$ cat config.mk
export PLATFORM = sky130hd
export DESIGN_NAME = spi_shift_register
export DESIGN_NICKNAME = d
export VERILOG_FILES = /design/src/rtl/spi_pkg.sv /design/src/rtl/dff_en_arst.sv /design/src/rtl/spi_shift_register.sv
export SDC_FILE = /design/constraint.sdc
export NUM_CORES = 1
export LEC_CHECK = 0
export BUFFER_PORTS_ARGS = -buffer_cell sky130_fd_sc_hd__buf_2
export CORE_MARGIN = 3
export CORE_UTILIZATION = 46
export CTS_BUF_LIST = sky130_fd_sc_hd__clkbuf_4
export CTS_CLUSTER_SIZE = 25
export DETAILED_ROUTE_END_ITERATION = 6
export PLACE_DENSITY_LB_ADDON = 0.2
export SLEW_MARGIN = 20
export SYNTH_ARGS = -nofsm -noshare
export SYNTH_HDL_FRONTEND = slang
export SYNTH_SLANG_ARGS = --single-unit
$ cat constraint.sdc
create_clock -name clk -period 1.2 [get_ports clk]
set_input_delay 0.12 -clock clk [delete_from_list [all_inputs] [get_ports clk]]
set_output_delay 0.12 -clock clk [all_outputs]
set_load 0.03 [all_outputs]
$ cat src/rtl/spi_pkg.sv
// Shared types and helpers for the SPI shift datapath.
package spi_pkg;

  typedef enum logic {
    StIdle,
    StShift
  } state_e;

  // Bit-counter width able to hold the value WIDTH itself.
  function automatic int unsigned cnt_w(input int unsigned width);
    return $clog2(width + 1);
  endfunction

endpackage

$ cat src/rtl/dff_en_arst.sv
// W-bit enabled register with asynchronous active-low reset to a parameter value.
module dff_en_arst #(
  parameter int unsigned      W           = 1,
  parameter logic [W-1:0]     RESET_VALUE = '0
) (
  input  logic         clk,
  input  logic         rst_n,
  input  logic         en_i,
  input  logic [W-1:0] d_i,
  output logic [W-1:0] q_o
);

  logic [W-1:0] q_q;

  always_ff @(posedge clk or negedge rst_n) begin
    if (!rst_n) begin
      q_q <= RESET_VALUE;
    end else if (en_i) begin
      q_q <= d_i;
    end
  end

  assign q_o = q_q;

endmodule

$ cat src/rtl/spi_shift_register.sv
// Parallel-load / serial-shift register with frame counter, done pulse and
// a holding register for the last completed received word.
module spi_shift_register
  import spi_pkg::*;
#(
  parameter int unsigned      WIDTH       = 8,
  parameter bit               MSB_FIRST   = 1'b1,
  parameter logic [WIDTH-1:0] RESET_VALUE = '0
) (
  input  logic             clk,
  input  logic             rst_n,
  input  logic             load_i,
  input  logic [WIDTH-1:0] pdata_in_i,
  input  logic             shift_en_i,
  input  logic             sin_i,
  output logic             sout_o,
  output logic [WIDTH-1:0] pdata_out_o,
  output logic [WIDTH-1:0] rx_word_o,
  output logic             busy_o,
  output logic             done_o
);

  localparam int unsigned CntW = cnt_w(WIDTH);

  state_e           state_q, state_d;
  logic [WIDTH-1:0] sr_q, sr_d, sr_shifted;
  logic [CntW-1:0]  cnt_q, cnt_d;
  logic             done_q, done_d;
  logic             rx_en;

  if (MSB_FIRST) begin : g_msb
    assign sr_shifted = {sr_q[WIDTH-2:0], sin_i};
    assign sout_o     = sr_q[WIDTH-1];
  end else begin : g_lsb
    assign sr_shifted = {sin_i, sr_q[WIDTH-1:1]};
    assign sout_o     = sr_q[0];
  end

  // load beats shift_en and silently aborts any frame in flight.
  always_comb begin
    state_d = state_q;
    sr_d    = sr_q;
    cnt_d   = cnt_q;
    done_d  = 1'b0;
    rx_en   = 1'b0;
    if (load_i) begin
      sr_d    = pdata_in_i;
      cnt_d   = CntW'(WIDTH);
      state_d = StShift;
    end else if (state_q == StShift && shift_en_i) begin
      sr_d  = sr_shifted;
      cnt_d = cnt_q - CntW'(1);
      if (cnt_q == CntW'(1)) begin
        state_d = StIdle;
        done_d  = 1'b1;
        rx_en   = 1'b1;
      end
    end
  end

  always_ff @(posedge clk or negedge rst_n) begin
    if (!rst_n) begin
      state_q <= StIdle;
      sr_q    <= RESET_VALUE;
      cnt_q   <= '0;
      done_q  <= 1'b0;
    end else begin
      state_q <= state_d;
      sr_q    <= sr_d;
      cnt_q   <= cnt_d;
      done_q  <= done_d;
    end
  end

  dff_en_arst #(
    .W           (WIDTH),
    .RESET_VALUE (RESET_VALUE)
  ) u_rx_word (
    .clk   (clk),
    .rst_n (rst_n),
    .en_i  (rx_en),
    .d_i   (sr_shifted),
    .q_o   (rx_word_o)
  );

  assign pdata_out_o = sr_q;
  assign busy_o      = (state_q == StShift);
  assign done_o      = done_q;

endmodule

# Word level (Yosys, flattened, before mapping)
# Cells that the tools add are included.
# totals
reg_bits	22
latch_bits	0
ramBits	0
romBits	0
word_cells	21
n_memories	0
# op_classes
n_addsub	1
n_mul	0
div_mod_pow	0
n_lt_le_gt_ge	0
n_eq_ne	1
shift	0
n_mux	10
n_bitwise	0
reduce_logical	4
# ops
cell	count
2-to-1 mux 8 bit	2
2-to-1 mux 4 bit	2
2-to-1 mux 1 bit	6
equality test 4 x 1 -> 1 bit, second input constant	1
nonzero test 2 bit	2
subtractor 4 x 1 -> 4 bit, second input constant	1
AND reduction 2 bit	1
logical AND 1 bit	1

# Logic depth before layout (Yosys ltp)
# Gate-level depths: netlist of run 1.
# logic_depth
ltp_word	4
mapped_depth	5

# Modules after synthesis
# A second synthesis of run 1 with hierarchy kept.
# unflattened
cells_unflattened	81
hier_area_um2	1002.2
# modules_own_cells
mod	n_inst	cells_each	area_each_um2	seq_area_each_um2
spi_shift_register	1	64	670.6	350.3
dff_en_arst	1	17	331.6	200.2

# Worst setup path before layout of run 1
# Ideal clock, no wire load.
# synth_timing
path_type	register -> register
startpoint	register state_q, in the netlist busy_o
endpoint	register u_rx_word.q_q[0], in the netlist u_rx_word.q_o[0]
setup_ns	0.125
arrival_time_ns	1.296
required_ns	1.075
slack_ns	-0.221
path_stages_with_launch	5
n_path_buf	1
cell_sequence	dfrtp_1 -> nand2_1 -> nand4bb_1 -> buf_6 -> mux2_4
# synth_between
elab_chain_len	3
# synth_rtl
element	line_no	text
start, declared	spi_shift_register.sv:25	state_e state_q, state_d;
start signal, assigned	spi_shift_register.sv:63	state_q <= StIdle;
start signal, assigned	spi_shift_register.sv:68	state_q <= state_d;
logical AND 1 bit	spi_shift_register.sv:50	end else if (state_q == StShift && shift_en_i) begin
2-to-1 mux 1 bit	spi_shift_register.sv:50	
2-to-1 mux 1 bit	spi_shift_register.sv:46	if (load_i) begin
end signal, assigned	dff_en_arst.sv:19	q_q <= d_i;
end, declared	dff_en_arst.sv:13	logic [W-1:0] q_q;
# Every way passes these cells.
# A chain may end at the register's enable or synchronous reset.

# Worst setup path in the final report of run 1
# layout_timing
startpoint	register cnt_q[1]
endpoint	register u_rx_word.q_q[6], in the netlist u_rx_word.q_o[6]
# layout_between
elab_chain_len	4
# layout_rtl
element	line_no	text
start, declared	spi_shift_register.sv:27	logic [CntW-1:0] cnt_q, cnt_d;
start signal, assigned	spi_shift_register.sv:70	cnt_q <= cnt_d;
equality test 4 x 1 -> 1 bit	spi_shift_register.sv:53	if (cnt_q == CntW'(1)) begin
2-to-1 mux 1 bit	spi_shift_register.sv:53	
2-to-1 mux 1 bit	spi_shift_register.sv:50	
2-to-1 mux 1 bit	spi_shift_register.sv:46	
# Every way passes these cells.

==> reports/qor.yml, run 1 <==
global_routing:
  grt_max_degree: 23
  grt-ovfl-total: 0
  antenna_found_initial: 0
  grtUsageTotal_pct: 18.4
  grt_pass1_vias: 815
  grt_pass1_wl_mm: 3.67
routing:
  drtAntennaViolNets: 0
  drt-total-wl_mm: 2.20
  vias: 743
  vias_per_cell: 4.86
  drc: 0
  first_iter_violations: 3
  wl_per_cell_um: 14.4
  drtPass1Iterations: 4
worst_setup_path:
  ff2ff_path_depth: 5
  critPathMaxFanout: 4
  crit_type: "register to register"
  regToRegEndpoint: "u_rx_word.q_o[6]$_DFFE_PN0P_"
  r2r_slack_ps: -140
  required_ps: 1410
  start_kind: "register"
  reg2reg_from: "cnt_q[1]$_DFFE_PN0P_"
  cp_data_arrival_time_ps: 1550
  endpoint_kind: "register"
floorplan:
  die_area_sq_um: 2730
  start_util_pct: 49.6
  io_pins: 32
  fp-row-count: 16
  fp.dieW_um: 52.2
  core_region_area_sq_um: 1980
  die_h_um: 52.2
sta:
  setup_viol_count_final: 10
  setup_tns_ps: -1160
  hold_violations: 0
  final.min_clock_period_ps: 1340
  max_freq_mhz: 745
  tightestPinTransition_ps: 490
  rsz0062_at_grt: "true"
  fin_ws_ps: -141
  relSlewSlack_pct: 67.4
  skew_ps: 8.14
  period_share_pct: 112
  drv_slew: 0
finish:
  num_antenna_cells: 0
  layout-drive-gt1-share_pct: 56.3
  fillers: 156
  final_cells: 153
  nets: 142
  areaGrowthSynthToFinish_pct: 45.9
synthesis:
  synth_edf_count: 0
  syn_inst: 79
  synth.area.top_cells: "dfrtp_1, mux2_4, mux2i_1"
  synth_area_sq_um: 982
  syn_nets: 94
  async_flop_share_pct: 100
  synth_common_cells: "dfrtp_1, nand2_1, mux2i_1"
  synth_seq_cells: 22
  ys.flop_type: "dfrtp_1"
  postSynthAreaPerCell_sq_um: 12.4
  ys_warn_count: 0
  netlist.top_cell.by_area: "dfrtp_1"
  synth.most_common_cell: "dfrtp_1"
  yosys.cell_types.count: 22
  ys_seq_area_share_pct: 56.1
  synth_top_area_share_pct: 56.1
clocking:
  numCtsBuffers: 3
  clock-sinks: 22
  cts_max_path_buffers: 2
  clock_tree.root_cell: "clkbuf_4"
  cts_tree: "yes"
  cts_htree_levels: 1
  path_clk_slew_ps: 120
  clk_latency_ps: 310
place:
  dp_cells: 141
  gp_congestion: 0.707
  port_buffers: 31
  place_hpwl_mm: 1.37
pwr:
  powerDensity_nw_per_um2: 1410
  leakage_nw: 0.757
  peakVddDrop_mv: 0.875
min_path:
  hp-start: "pdata_in_i[7]"
  hold_path_end: "pdata_out_o[7]$_DFFE_PN0P_"
  hp-class: "input port to register"
  min_path_cells: 3
status:
  status: "complete, but fails checks"
  violations: "negative setup slack"
run:
  drv_cap: 0
[routing by layer]
metal / track usage (%) / share of wire, % / wire, um
met1: 22.3 / 44 / 968
met2: 33.7 / 50 / 1090
met5: 0 / 0 / 0
met3: 2.56 / 5.3 / 117
met4: 5.11 / 1.0 / 22
[worst max path at each step]
stage | from | to | cells past startpoint
finish | cnt_q[1]$_DFFE_PN0P_ | u_rx_word.q_o[6]$_DFFE_PN0P_ | 5
detailed placement | cnt_q[1]$_DFFE_PN0P_ | u_rx_word.q_o[6]$_DFFE_PN0P_ | 5
CTS | cnt_q[1]$_DFFE_PN0P_ | u_rx_word.q_o[2]$_DFFE_PN0P_ | 5
floorplan | busy_o$_DFFE_PN0P_ | u_rx_word.q_o[0]$_DFFE_PN0P_ | 4
global route | cnt_q[1]$_DFFE_PN0P_ | u_rx_word.q_o[6]$_DFFE_PN0P_ | 5
global placement | cnt_q[1]$_DFFE_PN0P_ | u_rx_word.q_o[2]$_DFFE_PN0P_ | 5
[report_power, final]
group	leakage [nW]	internal (mW)	switching [mW]
registers	0.277	0.856	0.0800
clock network	0.0184	0.152	0.217
logic	0.462	0.315	0.400
[layout by cell type, fill, tap and decap left out, types with 2 or more instances in the layout]
cell | synthesis | routed
buf_2 | 1 | 31
dfrtp_1 | 22 | 21
buf_4 | 1 | 11
mux2i_1 | 9 | 9
nand2_1 | 10 | 9
o21ai_1 | 8 | 8
mux2_4 | 8 | 8
clkbuf_4 | 0 | 4
inv_2 | 1 | 2
nor2_1 | 3 | 2
ha_4 | 0 | 2
buf_12 | 0 | 2
[kinds of logic after synthesis]
logic type	count (synthesis)	share of synthesized area, %
xor gates and xnor gates	2	1.78
and+or+nand+nor	18	8.54
muxes	17	21.4
adders and majority gates	2	2.55
DFF	22	56.1
buffers and inverters	8	4.33
AOI/OAI and AO/OA	10	5.35
[per-stage QoR]
step	hold WS [ps]	utilization [%]	power [mW]	area, sq um	worst slack (ps)
2_1_floorplan	-176	-	1.36	986	-100
3_5_place_dp	111	62.4	1.58	1240	-142
3_3_place_gp	108	62.4	1.56	1240	-97.0
6_report	17.5	72.3	2.02	1430	-141
4_1_cts	7.90	69.8	2.01	1380	-163
5_1_grt	16.0	72.3	2.13	1430	-208
[layout make-up]
type | instances | area (sq um) | area share, %
timing repair buffer | 48 | 339 | 23.7
sequential | 22 | 552 | 38.5
clock buffer | 4 | 30.0 | 2.10
tap | 27 | 33.8 | 2.36
inverter | 3 | 13.8 | 0.961
multi-input combinational | 49 | 464 | 32.4
[critical path, cell delays in order (launching register included)]
cell	delay, ps
dfrtp_1	410
inv_2	80
ha_4	130
nand4bb_4	140
clkbuf_16	180
mux2_4	290
[repair_timing]
item                                    4_1_cts  5_1_grt
gates resized for setup                      14        4
cloned                                        1        0
hold buffers                                  1        0
pin swaps                                     2        3
setup buffers                                 2        5
endpoints found under the setup margin       10       18
hold endpoints to repair                     22        0
[sequential cells by signal, indices dropped and copies added (netlist names)]
register	count
pdata_out_o	8
u_rx_word.q_o	8
cnt_q	4
busy_o	1
done_o	1
(Power assumes the default switching activity.)
==> run 2, diff against run 1 <==
- CELL_PAD_IN_SITES_DETAIL_PLACEMENT: default -> 1
- CELL_PAD_IN_SITES_GLOBAL_PLACEMENT: default -> 1
- CORE_UTILIZATION: 46 -> 36
==> run 2 against run 1 <==
- the run still ends with negative setup slack left
- first-iteration DRC count rose to 3.3 times the previous value
- count of clock-buffer cells in the layout decreased by 1
- die area grew 24%
- power decreased by 1.3%
- non-clock buffer count shrank 3
- routed wire length up 9.1%
- setup slack gained 1.3 ps
- clock skew down 0.74 ps
- via count decreased by 1.1%
- clock power fell by 5%
- design area shrank 4.5%
- largest power group unchanged
==> reports/qor.yml, run 2 (synthesis gave the netlist of run 1 again) <==
status:
  status: "complete, but fails checks"
  violations: "negative setup slack"
sta:
  skew_ps: 7.40
  drv_slew: 0
  rsz0062_at_grt: "true"
  tightestPinTransition_ps: 504
  hold-worst-slack_ps: 14.5
  fin_ws_ps: -140
  hold_violations: 0
  setup_viol_count_final: 9
  final.min_clock_period_ps: 1340
  max_freq_mhz: 746
  relSlewSlack_pct: 66.4
  period_share_pct: 112
  setup_tns_ps: -1060
routing:
  vias_per_cell: 4.80
  drtAntennaViolNets: 0
  drt-total-wl_mm: 2.40
  drtPass1Iterations: 3
  vias: 735
  drc: 0
  first_iter_violations: 10
  wl_per_cell_um: 15.7
finish:
  final_area_sq_um: 1370
  final_common_cell: "buf_2"
  areaGrowthSynthToFinish_pct: 39.2
  num_antenna_cells: 0
  layout-drive-gt1-share_pct: 54.5
  nets: 139
  mostFrequentLayoutCells: "buf_2, dfrtp_1, buf_4, mux2i_1, nand2_1"
  fin_util_pct: 53.7
global_routing:
  grt_pass1_wl_mm: 3.75
  grt-ovfl-total: 0
  antenna_found_initial: 0
  grtUsageTotal_pct: 15.1
  grt_pass1_vias: 733
  grt_max_degree: 23
clocking:
  clock-sinks: 22
  clk_latency_ps: 310
  clock_tree.root_cell: "clkbuf_4"
  path_clk_slew_ps: 130
  cts_htree_levels: 1
  numCtsBuffers: 3
  cts_max_path_buffers: 2
  cts_tree: "yes"
place:
  port_buffers: 31
  gp_congestion: 0.717
  post-place-ws_ps: -144
  dpl-instance-area_sq_um: 1230
  place_hpwl_mm: 1.67
worst_setup_path:
  critPathMaxFanout: 7
  cp_data_arrival_time_ps: 1540
  required_ps: 1400
  crit_buf_inv: 2
  slowest_stage: "dfrtp_1"
  endpoint_kind: "register"
  start_kind: "register"
  crit_type: "register to register"
  crit_chain: "inv_2, ha_4, nand4bb_4, buf_6, mux2_4"
  cpPeakStageDelay_ps: 410
  critPathTopFamily: "flip-flops"
pwr:
  powerDensity_nw_per_um2: 1460
  leakage_nw: 0.719
  peakVddDrop_mv: 0.805
floorplan:
  start_util_pct: 38.6
  fp.dieW_um: 58.2
  io_pins: 32
  fp-row-count: 18
  die_h_um: 58.2
  core_region_area_sq_um: 2540
  die_area_sq_um: 3390
min_path:
  hp-class: "input port to register"
run:
  drv_cap: 0
==> run 2: final timing paths <==
path	cells after the start	start	to	slack, ps
setup / recovery	5	cnt_q[1]$_DFFE_PN0P_	u_rx_word.q_o[2]$_DFFE_PN0P_	-140
hold / removal	3	pdata_in_i[4]	pdata_out_o[4]$_DFFE_PN0P_	10
max in group asynchronous	2	rst_n	busy_o$_DFFE_PN0P_	540
min in group asynchronous	2	rst_n	u_rx_word.q_o[4]$_DFFE_PN0P_	290
hold reg to reg	1	u_rx_word.q_o[3]$_DFFE_PN0P_	u_rx_word.q_o[3]$_DFFE_PN0P_	520
setup reg to reg	5	cnt_q[1]$_DFFE_PN0P_	u_rx_word.q_o[2]$_DFFE_PN0P_	-140
==> run 2: metal layers <==
metal	track usage [%]	part of all wire [%]	up-vias
li1	-	-	353
met1	19.7	44	361
met2	25.6	51	19
met3	2.67	4.1	2
met4	3.97	0.42	0
met5	0	0	-
==> run 2: timing repair <==
action,in CTS,in global routing
hold buffers,1,0
endpoints found under the hold margin,22,0
pin swaps,3,2
setup endpoints to repair,9,11
resized for setup,12,4
setup buffers,1,1
==> run 2: cell type report <==
cell class                 instances  area (sq um)
multi-input combinational         49           464
clock buffer                       3          22.5
timing repair buffer              45           274
fill                             278          1180
clock inverter                     1          3.75
sequential                        22           552
inverter                           3          13.8
tap                               30          37.5
==> run 2: worst register-to-register path, delay by kind of cell, from the launching register on <==
family                   cells  cell delay, ps
buffers and inverters        2             260
multiplexers                 1             290
flip-flops                   1             410
adder cells (fa/ha/maj)      1             140
AND/OR/NAND/NOR              1             130
==> run 2: where the power goes <==
| part | total, mW | switching (mW) | internal (mW) | leakage (nW) |
|---|---|---|---|---|
| Combinational | 0.701 | 0.400 | 0.302 | 0.427 |
| Sequential | 0.942 | 0.0870 | 0.855 | 0.277 |
| Clock | 0.350 | 0.228 | 0.121 | 0.0154 |
==> run 2: per-stage QoR <==
stage	total power, mW	instances
6_report	1.99	153
5_1_grt	2.11	153
4_1_cts	2.00	152
3_5_place_dp	1.59	146
3_3_place_gp	1.56	146
2_1_floorplan	1.36	79
